## config.mk

```make
export PLATFORM = sky130hd
export DESIGN_NAME = sipo_deser
export DESIGN_NICKNAME = d
export VERILOG_FILES = /design/src/rtl/sipo_pkg.sv /design/src/rtl/sipo_deser_bit_counter.sv /design/src/rtl/sipo_deser.sv
export SDC_FILE = /design/constraint.sdc
export NUM_CORES = 1
export LEC_CHECK = 0
export ABC_AREA = 1
export CORE_UTILIZATION = 40
export DETAILED_ROUTE_END_ITERATION = 8
export PLACE_DENSITY_LB_ADDON = 0.1
export SYNTH_ARGS = -nofsm -noshare
export SYNTH_HDL_FRONTEND = slang
export SYNTH_SLANG_ARGS = --single-unit
```

## constraint.sdc

```tcl
create_clock -name clk -period 1.5 [get_ports clk]
set_clock_uncertainty 0.2 [all_clocks]
set_input_delay 0.15 -clock clk [delete_from_list [all_inputs] [get_ports clk]]
set_output_delay 0.15 -clock clk [all_outputs]
set_load 0.1 [all_outputs]
```

## src/rtl/sipo_pkg.sv

```systemverilog
// sipo_pkg: shared definitions for the serial/parallel conversion blocks.
//   LSB_FIRST / MSB_FIRST : bit-order selector values.
//   next_shift()          : one-bit shift step on a 64-bit container. Callers
//                           zero-extend their register into it and truncate
//                           the result back to their own width.
package sipo_pkg;

  localparam int LSB_FIRST = 0;
  localparam int MSB_FIRST = 1;

  // For LSB-first order the new bit enters at the top of the live word
  // (bit width-1), so after `width` shifts the first bit has reached bit 0.
  // Bits above width-1 stay zero provided the caller's input has them zero.
  function automatic logic [63:0] next_shift(input logic [63:0] shift,
                                             input logic        b,
                                             input logic        msb_first,
                                             input int          width);
    logic [63:0] r;
    if (msb_first) begin
      r = {shift[62:0], b};
    end else begin
      r = shift >> 1;
      r[width-1] = b;
    end
    return r;
  endfunction

endpackage

```

## src/rtl/sipo_deser_bit_counter.sv

```systemverilog
// bit_counter_mod: CW-bit modulo-MOD up-counter.
//   clk, rst : clock, async active-low reset
//   inc      : advance by one, wrapping from MOD-1 to 0
//   load1    : synchronous load of 1 (highest priority)
//   clr      : synchronous clear to 0
//   cnt      : current count
//   tc       : terminal count, cnt == MOD-1
module bit_counter_mod #(
  parameter int MOD = 8,
  parameter int CW  = $clog2(MOD)
) (
  input  logic          clk,
  input  logic          rst,
  input  logic          inc,
  input  logic          load1,
  input  logic          clr,
  output logic [CW-1:0] cnt,
  output logic          tc
);

  localparam logic [CW-1:0] CNT_LAST = CW'(MOD - 1);

  assign tc = (cnt == CNT_LAST);

  // The explicit terminal compare handles the wrap when MOD is not a power
  // of two.
  always_ff @(posedge clk or negedge rst) begin
    if (!rst) begin
      cnt <= '0;
    end else if (load1) begin
      cnt <= CW'(1);
    end else if (clr) begin
      cnt <= '0;
    end else if (inc) begin
      cnt <= tc ? '0 : cnt + CW'(1);
    end
  end

endmodule

```

## src/rtl/sipo_deser.sv

```systemverilog
// sipo_deser: serial-to-parallel deserialiser with valid/ready output register.
//   clk, rst  : clock, async active-low reset
//   en, si    : bit strobe and serial data (si sampled when en=1)
//   sof       : start-of-frame, realigns the bit counter
//   shift_q   : live shift register
//   bit_cnt   : bits held in the current partial word
//   last      : this cycle's sampled bit completes a word
//   out_data  : captured word; out_valid / out_ready handshake
//   ovf       : sticky overflow (word completed while output still full)
//   ovf_clr   : synchronous clear of ovf; a coincident set wins
module sipo_deser
  import sipo_pkg::*;
#(
  parameter int WIDTH     = 8,
  parameter int MSB_FIRST = 0,
  parameter int CW        = $clog2(WIDTH)
) (
  input  logic             clk,
  input  logic             rst,
  input  logic             en,
  input  logic             si,
  input  logic             sof,
  output logic [WIDTH-1:0] shift_q,
  output logic [CW-1:0]    bit_cnt,
  output logic             last,
  output logic [WIDTH-1:0] out_data,
  output logic             out_valid,
  input  logic             out_ready,
  output logic             ovf,
  input  logic             ovf_clr
);

  logic [63:0]      shift_ext;
  logic [WIDTH-1:0] shift_nx;
  logic             tc;
  logic             ovf_set;
  logic             capture;

  always_comb begin
    shift_ext = '0;
    shift_ext[WIDTH-1:0] = shift_q;
  end

  assign shift_nx = WIDTH'(next_shift(shift_ext, si, MSB_FIRST != 0, WIDTH));

  always_ff @(posedge clk or negedge rst) begin
    if (!rst) begin
      shift_q <= '0;
    end else if (en) begin
      shift_q <= shift_nx;
    end
  end

  // A sof with a bit makes that bit the first of a new word (count 1);
  // a sof without a bit just empties the partial word.
  bit_counter_mod #(
    .MOD (WIDTH),
    .CW  (CW)
  ) u_bit_cnt (
    .clk   (clk),
    .rst   (rst),
    .inc   (en & ~sof),
    .load1 (en & sof),
    .clr   (~en & sof),
    .cnt   (bit_cnt),
    .tc    (tc)
  );

  assign last = en & tc & ~sof;

  // A completed word is only dropped when the register is full and not
  // being drained at this edge; a simultaneous drain makes room for it.
  assign ovf_set = last & out_valid & ~out_ready;
  assign capture = last & ~ovf_set;

  always_ff @(posedge clk or negedge rst) begin
    if (!rst) begin
      out_data  <= '0;
      out_valid <= 1'b0;
      ovf       <= 1'b0;
    end else begin
      if (capture) begin
        out_data  <= shift_nx;
        out_valid <= 1'b1;
      end else if (out_valid & out_ready) begin
        out_valid <= 1'b0;
      end

      if (ovf_set) begin
        ovf <= 1'b1;
      end else if (ovf_clr) begin
        ovf <= 1'b0;
      end
    end
  end

endmodule

```

[Word-level counts from Yosys, hierarchy flattened]
Index checks and enable logic that the tools add are counted.
Word-level totals
  flip-flop bits (word level): 21
  input bits: 7
  output and inout port bits: 22
  word-level logic and storage cells: 31
Cells by class
  add/sub/neg operators: 1
  eq/ne operators: 1
  multiplexer cells: 8
  bitwise gates (word level): 13
  reductions and logical operators: 3
Operators by type and width (number)
  3-bit 2-to-1 mux: 4
  1-bit bitwise AND: 9
  1-bit 2-to-1 mux: 4
  1-bit NOT: 4
  2-bit nonzero test: 2
  3-bit by 1-bit adder with 3-bit output, second input constant: 1
  3-bit equality test, second input constant: 1
  3-bit nonzero test: 1

[Logic depth before layout (Yosys ltp)]
  word-level depth: 8
  gate-level depth with buffers: 7
  mapped depth without buffers: 7

[Modules after synthesis]
A second synthesis with hierarchy kept.
Unflattened totals
  cell total of the unflattened synthesis: 103
  area total of the unflattened synthesis: 903.4 um^2
By module, submodules not included
  sipo_deser: times used 1, cells each 83, area an instance 739.5 um^2, sequential area each 450.4 um^2
  bit_counter_mod: times used 1, cells each 20, area an instance 163.9 um^2, sequential area each 75.1 um^2

[Least setup slack after synthesis]
Ideal clock, no wire load.
  path kind: register to register
  from: register u_bit_cnt.cnt[0]
  to: register out_data[0]
  setup time: 122 ps
  arrival time: 2132 ps
  required time: 1178 ps
  slack: -954 ps
  stages on the path, launching flop included: 8
  path buffers: 0
  clock period less this slack: 2454 ps
  cell sequence: dfrtp_1 > ha_1 > ha_1 > nand2_2 > nor2_8 > nand2_4 > nand2_1 > nand2_1
On the way
  cells in the longest elaborated chain, start to end: 7
RTL lines
  start, declared: RTL line sipo_deser_bit_counter.sv:17  | output logic [CW-1:0] cnt,
  start signal, assigned: RTL line sipo_deser_bit_counter.sv:35  | cnt <= tc ? '0 : cnt + CW'(1);
  3-bit equality test (*): RTL line sipo_deser_bit_counter.sv:23  | assign tc = (cnt == CNT_LAST);
  1-bit bitwise AND (*) (2 in series): RTL line sipo_deser.sv:69  | assign last = en & tc & ~sof;
  net last: RTL line sipo_deser.sv:25  | output logic last,
  1-bit bitwise AND (2 in series): RTL line sipo_deser.sv:73  | assign ovf_set = last & out_valid & ~out_ready;
  1-bit NOT: RTL line sipo_deser.sv:74  | assign capture = last & ~ovf_set;
  1-bit bitwise AND (*): RTL line sipo_deser.sv:74
  end signal, assigned: RTL line sipo_deser.sv:83  | out_data <= shift_nx;
  end, declared: RTL line sipo_deser.sv:26  | output logic [WIDTH-1:0] out_data,
The timed path passes the listed nets; every way through them passes the cells marked *.
A chain may end at the register's enable or synchronous reset.

[Worst setup path in the final report]
  from: register u_bit_cnt.cnt[1]
  to: output last
On the way
  cells in the longest elaborated chain, start to end: 3
RTL lines (RTL line)
  3-bit equality test: sipo_deser_bit_counter.sv:23
  1-bit bitwise AND (2 in series): sipo_deser.sv:69
  end, declared: sipo_deser.sv:25
No other way between the ends.

==> results.json <==
{
  "synth_area_leader_cell": "dfrtp_1",
  "finalSetupTns_ns": -1.93,
  "drc_errors": 0,
  "hp-class": "primary input to flip-flop",
  "antenna_found_initial": 0,
  "worstPathArrival_ns": 1.45,
  "dpl.hpwl_um": 1590,
  "grt_pass1_vias": 791,
  "drt-pass1-iter-count": 4,
  "drive_above_1_share": 0.387,
  "root_buffer": "clkbuf_4",
  "power_leakage_nw": 0.804,
  "hold_violations": 0,
  "syn2layout_area_growth_pct": 77.4,
  "p_total_mw": 1.58,
  "ys_seq_elements": 21,
  "start_kind": "flip-flop",
  "fin_crit_sh": 1.20,
  "slew_headroom": 0.777,
  "synth_ff_type": "dfrtp_1",
  "synthCells": 95,
  "yosysTopAreaCellShare": 0.586,
  "fmax_mhz": 555,
  "worst_slack_ns": -0.301,
  "numClockSinks": 21,
  "die_h_um": 49.4,
  "rsz0062_at_grt": "true",
  "synth_edf_count": 0,
  "setup_violations": 12,
  "fp.coreArea_sq_um": 2040,
  "die_w_um": 49.4,
  "initial_core_util": 0.439,
  "grt_usage": 0.199,
  "routed_wl_um": 2220,
  "worstSetupPathType": "flip-flop to output port",
  "ys_top_cells_by_count": "43 x nand2_1, 21 x dfrtp_1, 10 x nand3_1",
  "grt_max_degree": 22,
  "routabilityCongestion": 0.712,
  "wire_per_inst_um": 13.5,
  "path_clk_slew_ns": 0.11,
  "antenna_left": 0,
  "netlist_top_cells_area": "dfrtp_1 59%, nand2_1 18%, nand3_1 5.6%, ha_1 2.8%, buf_6 2.5%",
  "worst_setup_path_end_kind": "output port",
  "synthDistinctLibCells": 17,
  "io_buffer_count": 28,
  "status": "finished, violations left",
  "grt_remaining_overflow": 0,
  "synth-seq-area-share": 0.586,
  "tightest_slew_ns": 0.334,
  "syn-mean-instance-area_sq_um": 9.44,
  "synth_nets": 104,
  "ir_drop_v": 0.000973,
  "drt_iter0_markers": 15,
  "cts_buffers": 3,
  "htree_levels": 1,
  "violations": "negative setup slack",
  "cts_tree": "yes",
  "min_period_ns": 1.80,
  "vias": 801,
  "row_count": 16,
  "dieArea_sq_um": 2440,
  "via_per_inst": 4.88,
  "required_ns": 1.15,
  "cts_buffer_depth": 2,
  "synth_area_sq_um": 897,
  "ys_async_sr_fraction": 1.00,
  "yosysWarnings": 0,
  "n_fill_cell": 146,
  "final_cells": 164,
  "grt_first_pass_wirelength_um": 3570,
  "clk_latency_ns": 0.31,
  "num_antenna_cells": 0,
  "crit_path_max_fanout": 2,
  "placed_cells": 157,
  "cap_violations": 0,
  "slew_violations": 0,
  "power_density_nw_per_um2": 994,
  "io-pin-count": 29,
  "fin_nets": 147,
  "synth.most_common_cell": "nand2_1"
}
[stage by stage]
step | utilization | area, sq um | worst slack [ns] | hold slack (ns)
after CTS | 0.773 | 1580 | -0.296 | 0.213
after global placement | 0.744 | 1520 | -0.0267 | 0.316
after global routing | 0.779 | 1590 | -0.334 | 0.230
after detailed placement | 0.744 | 1520 | -0.0619 | 0.311
after floorplan | - | 937 | -0.468 | -0.346
final | 0.779 | 1590 | -0.301 | 0.211
[sequential cells by signal, indices dropped and copies added, names as in the netlist]
| register | count |
|---|---|
| u_bit_cnt.cnt | 3 |
| out_data | 8 |
| ovf | 1 |
| out_valid | 1 |
| shift_q | 8 |
[logic make-up after synthesis]
logic type,synth area share
and+or+nand+nor,0.297
AOI/OAI and AO/OA,0.0377
DFF,0.586
adders and majority gates,0.0279
buffers and inverters,0.0516
[critical path, stage by stage (launching register included)]
cell and delay, ns:
dfrtp_4 0.51, ha_4 0.17, ha_4 0.16, nand2_4 0.08
nor2_8 0.04, buf_12 0.17
[per-layer routing]
layer / track usage / wire [um]
met5: 0 / 0
met1: 0.232 / 896
met3: 0.0374 / 73
met4: 0.103 / 47
met2: 0.345 / 1200
[layout make-up]
cell class	count	area, sq um	share of cell area
inverter	5	18.8	0.0118
timing repair buffer	41	604	0.380
sequential	21	536	0.336
clock buffer	4	26.3	0.0165
tap	27	33.8	0.0212
multi-input combinational	66	373	0.234
[worst paths after layout]
kind | from | to | slack, ns | cells after the start
worst max-delay path | u_bit_cnt.cnt[1] | last | -0.30 | 5
worst min-delay path | ovf_clr | ovf | 0.21 | 4
worst max register to register | u_bit_cnt.cnt[1] | out_data[1] | -0.21 | 8
worst min register to register | out_data[7] | out_data[7] | 0.35 | 2
max in group asynchronous | rst | u_bit_cnt.cnt[1] | 0.34 | 3
min in group asynchronous | rst | out_data[6] | 0.52 | 3
[layout by cell type, fill, tap and decap left out, types with 2 or more instances in the layout]
cell type / count
buf_4: 11
nand3_1: 10
clkdlybuf4s50_1: 6
o21ai_2: 2
nand2_4: 3
dfrtp_4: 2
dfrtp_1: 17
ha_4: 2
inv_1: 4
dfrtp_2: 2
clkbuf_4: 3
buf_12: 22
nand2_1: 42
[where the power goes]
part	internal (mW)	switching [mW]	total, mW
sequential	0.612	0.0651	0.677
combinational	0.226	0.410	0.636
clock	0.104	0.165	0.269
total	0.942	0.640	1.58
[timing repair]
item                       CTS  global route
pin swaps                    3             2
setup buffers                2             1
resized for setup            3             3
hold buffers                 1             0
setup endpoints to repair   10            14
hold endpoints to repair    21             0
No activity file was read; power rests on OpenSTA's default activity.
